**config.mk**
```make
export PLATFORM = sky130hd
export DESIGN_NAME = fpu_issue
export DESIGN_NICKNAME = d
export VERILOG_FILES = /design/src/rtl/fpu_issue.sv
export SDC_FILE = /design/constraint.sdc
export NUM_CORES = 1
export LEC_CHECK = 0
export CORE_MARGIN = 10
export CORE_UTILIZATION = 30
export CTS_BUF_LIST = sky130_fd_sc_hd__clkbuf_8
export DETAILED_ROUTE_END_ITERATION = 10
export PLACE_DENSITY = 0.64
export SLEW_MARGIN = 20
export SYNTH_ARGS = -nofsm -noshare
export SYNTH_HDL_FRONTEND = slang
export SYNTH_SLANG_ARGS = --single-unit
export TNS_END_PERCENT = 10
```
**constraint.sdc**
```tcl
create_clock -name clk_i -period 1.66 [get_ports clk_i]
set_clock_uncertainty 0.1 [all_clocks]
set_input_delay 0.332 -clock clk_i [delete_from_list [all_inputs] [get_ports clk_i]]
set_output_delay 0.332 -clock clk_i [all_outputs]
set_load 0.005 [all_outputs]
```
**src/rtl/fpu_issue.sv**
```systemverilog
// Issue/sequencing front-end for the combinational 16-bit FPU: one request in flight,
// operands held for LATENCY cycles per datapath, fma chained as multiply then add.
module fpu_issue #(
    parameter int LATENCY = 1,
    parameter int TAG_W   = 5
) (
    input  logic             clk_i,
    input  logic             rst_ni,
    input  logic             req_valid_i,
    output logic             req_ready_o,
    input  logic [1:0]       req_op_i,
    input  logic             req_fmt_i,
    input  logic [15:0]      req_a_i,
    input  logic [15:0]      req_b_i,
    input  logic [15:0]      req_c_i,
    input  logic [TAG_W-1:0] req_tag_i,
    output logic             rsp_valid_o,
    input  logic             rsp_ready_i,
    output logic [15:0]      rsp_result_o,
    output logic [TAG_W-1:0] rsp_tag_o,
    output logic             fpu_inst_o,
    output logic [15:0]      fpu_add_a_o,
    output logic [15:0]      fpu_add_b_o,
    output logic [15:0]      fpu_mult_a_o,
    output logic [15:0]      fpu_mult_b_o,
    input  logic [15:0]      fpu_add_out_i,
    input  logic [15:0]      fpu_mult_out_i
);

    typedef enum logic [1:0] {IDLE, MUL, ADD, RESP} state_t;

    localparam logic [1:0] OP_ADD = 2'd0;
    localparam logic [1:0] OP_SUB = 2'd1;
    localparam logic [1:0] OP_FMA = 2'd3;
    localparam logic [2:0] CNT_LOAD = 3'(LATENCY - 1);

    state_t             state_reg, state_next;
    logic [2:0]         cnt_reg;
    logic [1:0]         op_reg;
    logic [15:0]        c_reg;
    logic [TAG_W-1:0]   tag_reg;
    logic [15:0]        result_reg;
    logic               inst_reg;
    logic [15:0]        add_a_reg, add_b_reg, mult_a_reg, mult_b_reg;
    logic               ready_reg;
    logic               accept;
    logic               settle_done;

    assign accept      = req_valid_i & ready_reg;
    assign settle_done = (cnt_reg == 3'd0);

    always_ff @(posedge clk_i or negedge rst_ni) begin
        if (!rst_ni) begin
            state_reg <= IDLE;
        end else begin
            state_reg <= state_next;
        end
    end

    always_comb begin
        state_next = state_reg;
        case (state_reg)
            IDLE: begin
                if (accept) begin
                    state_next = (req_op_i == OP_ADD || req_op_i == OP_SUB) ? ADD : MUL;
                end
            end
            MUL: begin
                if (settle_done) begin
                    state_next = (op_reg == OP_FMA) ? ADD : RESP;
                end
            end
            ADD: begin
                if (settle_done) begin
                    state_next = RESP;
                end
            end
            RESP: begin
                if (rsp_ready_i) begin
                    state_next = IDLE;
                end
            end
            default: state_next = IDLE;
        endcase
    end

    // ready is registered so it stays low while reset is asserted and rises with IDLE
    always_ff @(posedge clk_i or negedge rst_ni) begin
        if (!rst_ni) begin
            ready_reg  <= 1'b0;
            cnt_reg    <= 3'd0;
            op_reg     <= 2'd0;
            c_reg      <= 16'd0;
            tag_reg    <= '0;
            result_reg <= 16'd0;
            inst_reg   <= 1'b0;
            add_a_reg  <= 16'd0;
            add_b_reg  <= 16'd0;
            mult_a_reg <= 16'd0;
            mult_b_reg <= 16'd0;
        end else begin
            ready_reg <= (state_next == IDLE);
            case (state_reg)
                IDLE: begin
                    if (accept) begin
                        cnt_reg  <= CNT_LOAD;
                        op_reg   <= req_op_i;
                        c_reg    <= req_c_i;
                        tag_reg  <= req_tag_i;
                        inst_reg <= req_fmt_i;
                        if (req_op_i == OP_ADD) begin
                            add_a_reg <= req_a_i;
                            add_b_reg <= req_b_i;
                        end else if (req_op_i == OP_SUB) begin
                            add_a_reg <= req_a_i;
                            add_b_reg <= {~req_b_i[15], req_b_i[14:0]};
                        end else begin
                            mult_a_reg <= req_a_i;
                            mult_b_reg <= req_b_i;
                        end
                    end
                end
                MUL: begin
                    if (settle_done) begin
                        if (op_reg == OP_FMA) begin
                            add_a_reg <= fpu_mult_out_i;
                            add_b_reg <= c_reg;
                            cnt_reg   <= CNT_LOAD;
                        end else begin
                            result_reg <= fpu_mult_out_i;
                        end
                    end else begin
                        cnt_reg <= cnt_reg - 3'd1;
                    end
                end
                ADD: begin
                    if (settle_done) begin
                        result_reg <= fpu_add_out_i;
                    end else begin
                        cnt_reg <= cnt_reg - 3'd1;
                    end
                end
                default: ;
            endcase
        end
    end

    assign req_ready_o  = ready_reg;
    assign rsp_valid_o  = (state_reg == RESP);
    assign rsp_result_o = result_reg;
    assign rsp_tag_o    = tag_reg;
    assign fpu_inst_o   = inst_reg;
    assign fpu_add_a_o  = add_a_reg;
    assign fpu_add_b_o  = add_b_reg;
    assign fpu_mult_a_o = mult_a_reg;
    assign fpu_mult_b_o = mult_b_reg;

endmodule
```
==> metrics.txt, run 1 <==
status=complete, but fails checks; failing checks=negative setup slack; vias in the first global route=between 4000 and 5000; fin crit share=104.7%; DP HPWL=11.11 mm; # diodes=0; clock sink count=110; most common cell after layout, fill and taps aside=dfrtp_1; maximum VDD drop=0.7873 mV; unrepaired setup endpoints after global routing=yes; power density of the placed cells=1720 nW/um2; Design Area, Final=7639 um2; cell family with most CP delay=buffers and inverters; largest net degree at the start of global routing=between 50 and 60; cell count after synthesis=about 380; WL/cell=19.00 um; WP buf/inv=4; Crit-path slowest cell=dfrtp_1; Std-Cell Core Area=16000 um2; Final setup viols=a little under 100; Final nets=approximately 700; initial antenna violation count=0; Max Slew Vio Count=0; Initial Utilization=slightly above 30%; Syn Area/Cell=roughly 13 um2; total clock buffers created by CTS=9; dpl cells=around 790; first-pass GRT wire length=between 20 and 25 mm; setup slack at placement=-0.3079 ns; worst-margin pin slew=between 0.3 and 0.4 ns; die footprint=around 22000 um2; Worst-Skew Late Latency=~0.4 ns; detailed-route via count=3806; total grt overflow=0; synthesized net count=~480; critical path, cell by cell=buf_6, inv_6, ha_4, nand4b_1, a22oi_4, buf_8, buf_12, nor2_2, a21oi_1; R2R Setup Slk=-0.08 ns; CP max stage delay=roughly 0.40 ns; instance area after placement=slightly above 7000 um2; CTS tree=yes; Antenna Nets Post-Route=0; Worst Reg2Reg Path Length in Cells=9; EDFF count, synth=0; kind of critical path=register to register; GP Congestion=roughly 0.73; top_reg_cell synth=dfrtp_1; setup TNS=-3.959 ns; post-route insts no fill=roughly 820; Die H=~150 um; vias per cell=between 4 and 5; final wirelength=approximately 16 mm; I/O pins=180; post-synthesis sequential area ratio=55.99%; # rows=between 40 and 50; worst reg2reg path startpoint=state_reg[0]; drt drc=0; Max FO, Critical Path=8; share of layout cells above drive strength 1=between 20 and 30%; leakage=~3.4 nW; maxcap violations=0; post-synthesis cell type count=30; Mapped Area=a little under 5000 um2; Hold Violations, Final=0; Initial DRC Count=roughly 160; Hold Crit Class=primary input to async pin; Rel. slew slack=76.45%; worst flop-to-flop path endpoint=fpu_add_b_o[13]; Tot GR Track Use=approximately 14%; Die X=approximately 150 um; YS warnings=0; drt pass-1 iters=4; H-tree Lvls=3; CP endpoint kind=register; Clk pin slew, worst setup/hold paths=around 0.1 ns; Worst EP required=1.87 ns; fill count=around 1500; Post-synth ARST share=100.0%; fmax=about 580 MHz; flops & latches, synth=between 100 and 150; CTS max path bufs=2; commonest non-fill, non-tap cells in the layout=109 x dfrtp_1, 90 x clkdlybuf4s50_1, 87 x dlygate4sd2_1; IO Port Bufs=roughly 180; P&R area growth vs syn=55.38%; critical path arrival=between 1.5 and 2 ns; Startpoint Class=register; clock root buffer=clkbuf_8; fin worst setup slack=-0.07860 ns; min Tclk post-route=1.739 ns
## cells in the mapped netlist, drive strengths merged, types with 2 or more instances
library cell / count / area share [%]
a21oi: 40 / 6.2
a31oi: 2 / 0.25
buf: 18 / 2.6
clkbuf: 3 / 0.23
dfrtp: 110 / 56
ha: 8 / 2.0
inv: 5 / 0.38
mux2: 56 / 13
mux2i: 48 / 9.8
nand2: 20 / 1.5
nand2b: 2 / 0.25
nand3: 2 / 0.31
nand4b: 2 / 0.36
nor2: 33 / 2.5
nor2b: 2 / 0.25
nor3: 2 / 0.20
o21a: 2 / 0.31
o21ai: 20 / 2.0
or3b: 2 / 0.36
## worst max path at each step
stage | cells past startpoint | startpoint | end | slack, ns
floorplan | 6 | state_reg[1] | rsp_result_o[10] | -0.001
CTS | 9 | state_reg[1] | fpu_add_a_o[15] | -0.10
global route | 9 | state_reg[1] | fpu_add_b_o[11] | -0.15
finish | 9 | state_reg[0] | fpu_add_b_o[13] | -0.08
global placement | 6 | req_valid_i | fpu_add_b_o[8] | -0.24
detailed placement | 6 | req_valid_i | fpu_add_b_o[11] | -0.31
## where the power goes
group          internal [W]  switching, W  leakage [nW]
Clock              0.000707      0.000961         0.105
Sequential          0.00401      0.000703          1.33
Combinational       0.00373       0.00302          1.99
Total               0.00845       0.00469          3.42
## cell families after synthesis
group                    Yosys count  share of synthesized area (%)
flip-flops                       110                          55.99
AO/OA/AOI/OAI                     69                          10.00
AND/OR/NAND/NOR                   67                          6.159
adder cells (fa/ha/maj)            8                          2.036
buffers and inverters             26                          3.207
multiplexers                     104                          22.60
## final cells by class
class | count | area [um2] | area share [%]
clock inverters | 7 | 73.82 | 0.9664
multi-input cells | 248 | 2188 | 28.65
flip-flops and latches | 110 | 2754 | 36.05
well taps | 216 | 270.3 | 3.538
repair buffers | 221 | 2205 | 28.86
inverters | 5 | 23.77 | 0.3112
clock buffers | 9 | 123.9 | 1.622
## metrics by stage
stage	utilization, %	hold slack (ns)	total power (W)
6_report	47.74	0.3740	0.01314
5_1_grt	47.74	0.3661	0.01419
4_1_cts	47.33	0.3660	0.01320
3_5_place_dp	44.81	0.2413	0.01156
3_3_place_gp	44.81	0.2421	0.01132
2_1_floorplan	-	-0.06359	0.007922
## routing by layer
metal  up-vias  wire length [um]  part of all wire (%)  track usage, %
met2       124              7542                    49           23.29
met1      1887              6646                    43           16.91
met4         0               206                   1.3           4.311
li1       1778                 -                     -               -
met5         -                 0                     0               0
met3        17              1113                   7.2           4.945
## worst reg2reg max path: stages (launching register included)
cell	delay, ns
dfrtp_1	0.40
buf_6	0.14
inv_6	0.06
ha_4	0.15
nand4b_1	0.14
a22oi_4	0.20
buf_8	0.18
buf_12	0.15
nor2_2	0.04
a21oi_1	0.11
## what timing repair did
action / in CTS / in global routing
setup buffers: 7 / 1
setup endpoints to repair: 162 / 109
gates cloned: 3 / 1
hold endpoints to repair: 110 / 0
pin swaps: 7 / 2
hold buffers: 1 / 0
resized for setup: 142 / 10
(Power assumes the default switching activity.)
==> run 2, diff against run 1 <==
--- a/config.mk
+++ b/config.mk
@@ -10,6 +10,7 @@
 export CTS_BUF_LIST = sky130_fd_sc_hd__clkbuf_8
 export DETAILED_ROUTE_END_ITERATION = 10
 export PLACE_DENSITY = 0.64
+export SKIP_CTS_REPAIR_TIMING = 1
 export SLEW_MARGIN = 20
 export SYNTH_ARGS = -nofsm -noshare
 export SYNTH_HDL_FRONTEND = slang
==> metrics.txt, run 2 (synthesis gave the netlist of run 1 again) <==
status=complete, but fails checks; failing checks=negative setup slack; worst flop-to-flop path endpoint=fpu_mult_a_o[8]; Final nets=700 (+0.72%); # diodes=0 (unchanged); Final setup viols=82 (-15%); Min-Delay Endpoint=rsp_result_o[3]; drt drc=0 (unchanged); Die H=148.0 um (unchanged); dpl cells=787 (unchanged); worst reg2reg path startpoint=state_reg[1]; Most Crowded Layer GR=met2; Crit-path slowest cell=dfrtp_1; Rel. slew slack=76.87% (+0.42 points); Tot GR Track Use=13.22% (-0.90 points); most common cell after layout, fill and taps aside=dfrtp_1; WP buf/inv=4 (unchanged); clock root buffer=clkbuf_8; Max Slew Vio Count=0 (unchanged); met2 usage=21.61% (-1.7 points); WL/cell=19.07 um (+0.33%); commonest non-fill, non-tap cells in the layout=109 x dfrtp_1, 90 x clkdlybuf4s50_1, 88 x dlymetal6s2s_1; vias per cell=4.654 (-0.22%); Antenna Nets Post-Route=0 (unchanged); total clock buffers created by CTS=9 (unchanged); drt pass-1 iters=4 (unchanged); HP Start=rsp_result_o[3]; unrepaired setup endpoints after global routing=yes; Initial Utilization=30.72% (unchanged); total grt overflow=0 (unchanged); critical path arrival=1.95 ns (about the same); Die X=148.0 um (unchanged); Clk pin slew, worst setup/hold paths=0.10 ns (about the same); detailed-route via count=3821 (+0.39%); Worst-Skew Late Latency=0.39 ns (about the same); Startpoint Class=register; DP HPWL=11.11 mm (unchanged); Worst EP required=1.83 ns (-0.04 ns); worst-margin pin slew=0.3454 ns (-0.006282 ns); Hold Violations, Final=0 (unchanged); IO Port Bufs=179 (unchanged); kind of critical path=register to register; min Tclk post-route=1.772 ns (+0.03318 ns); # rows=46 (unchanged); global-route track usage on met1=15.56% (-1.3 points); maxcap violations=0 (unchanged); WHS Path Cells=2; critical path, cell by cell=inv_2, buf_6, ha_4, buf_4, nand4_2, buf_12, mux2_2; CP endpoint kind=register; CP Depth=7 (-2); leakage=4.204 nW (+23%); die footprint=21910 um2 (unchanged); cell family with most CP delay=buffers and inverters; maximum VDD drop=0.8197 mV (+4.1%); total power=0.01365 W (+3.9%); final wirelength=15.65 mm (+0.94%); share of layout cells above drive strength 1=28.93% (+0.092 points); Hold Crit Class=register to register; fin crit share=106.7% (+2.0 points); P&R area growth vs syn=62.00%; Max FO, Critical Path=26 (+18); Initial DRC Count=169 (+8.3%); CTS max path bufs=2 (unchanged); CTS tree=yes; vias in the first global route=4074 (-2.8%); GP Congestion=0.7314 (unchanged); initial antenna violation count=0 (unchanged); CP max stage delay=0.37 ns (-0.03 ns); Std-Cell Core Area=16000 um2 (unchanged); H-tree Lvls=3 (unchanged); I/O pins=180 (unchanged); clock sink count=110 (unchanged); R2R Setup Slk=-0.11 ns (-0.03 ns); largest net degree at the start of global routing=51 (unchanged); Worst Reg2Reg Path Length in Cells=7 (-2); power density of the placed cells=1714 nW/um2 (-0.35%); grt met3 use=5.037% (+0.092 points); first-pass GRT wire length=22.91 mm (-6.2%); post-route insts no fill=821 (+0.61%); fmax=564.4 MHz (-1.9%); fin worst setup slack=-0.1118 ns (-0.03318 ns)
==> run 2: worst max-delay path by stage <==
stage                             from                to
after detailed placement   req_valid_i   fpu_add_b_o[11]
after global routing      state_reg[1]    fpu_add_a_o[0]
after CTS                 state_reg[0]       rsp_valid_o
after global placement     req_valid_i    fpu_add_b_o[8]
after floorplan           state_reg[1]  rsp_result_o[10]
final                     state_reg[1]   fpu_mult_a_o[8]
==> run 2: where the power goes <==
| group | switching [W] | internal [W] |
|---|---|---|
| clock | 0.000964 | 0.000707 |
| combinational | 0.00306 | 0.00420 |
| sequential | 0.000710 | 0.00401 |
==> run 2: area by class of cell <==
cell class / instances / area [um2]
Timing Repair Buffer: 226 / 2536
Multi-Input combinational cell: 248 / 2187
Fill cell: 1411 / 8036
Sequential cell: 110 / 2754
Clock buffer: 9 / 123.9
Inverter: 5 / 18.77
Tap cell: 216 / 270.3
Clock inverter: 7 / 73.82
==> run 2: metal layers <==
layer,vias up,share of wire (%)
li1,1787,-
met1,1883,42
met2,132,49
met3,19,7.4
met4,0,1.5
met5,-,0
==> run 2: through the flow <==
stage	utilization [%]	setup slack [ns]	instance area (um2)	hold WS (ns)	setup TNS, ns
floorplan	-	-0.001491	4949	-0.06359	-0.01491
global placement	44.81	-0.2409	7169	0.2421	-16.86
detailed placement	44.81	-0.3079	7169	0.2413	-19.03
CTS	46.04	-0.4544	7367	-0.1973	-13.00
global route	49.77	-0.2089	7964	0.3747	-12.92
finish	49.77	-0.1118	7964	0.3869	-5.428
==> run 2: worst register-to-register path, delay by kind of cell, from the launching register on <==
kind,cells,cell delay [ns]
AND/OR/NAND/NOR,1,0.12
multiplexers,1,0.37
flip-flops,1,0.37
adder cells (fa/ha/maj),1,0.17
buffers and inverters,4,0.54
==> run 3, diff against run 2 <==
--- a/config.mk
+++ b/config.mk
@@ -8,6 +8,7 @@
 export CORE_MARGIN = 10
 export CORE_UTILIZATION = 30
 export CTS_BUF_LIST = sky130_fd_sc_hd__clkbuf_8
+export CTS_CLUSTER_DIAMETER = 40
 export DETAILED_ROUTE_END_ITERATION = 10
 export PLACE_DENSITY = 0.64
 export SKIP_CTS_REPAIR_TIMING = 1
==> results of run 3 <==
The final DEF is identical to that of run 2; final timing and power are the same.
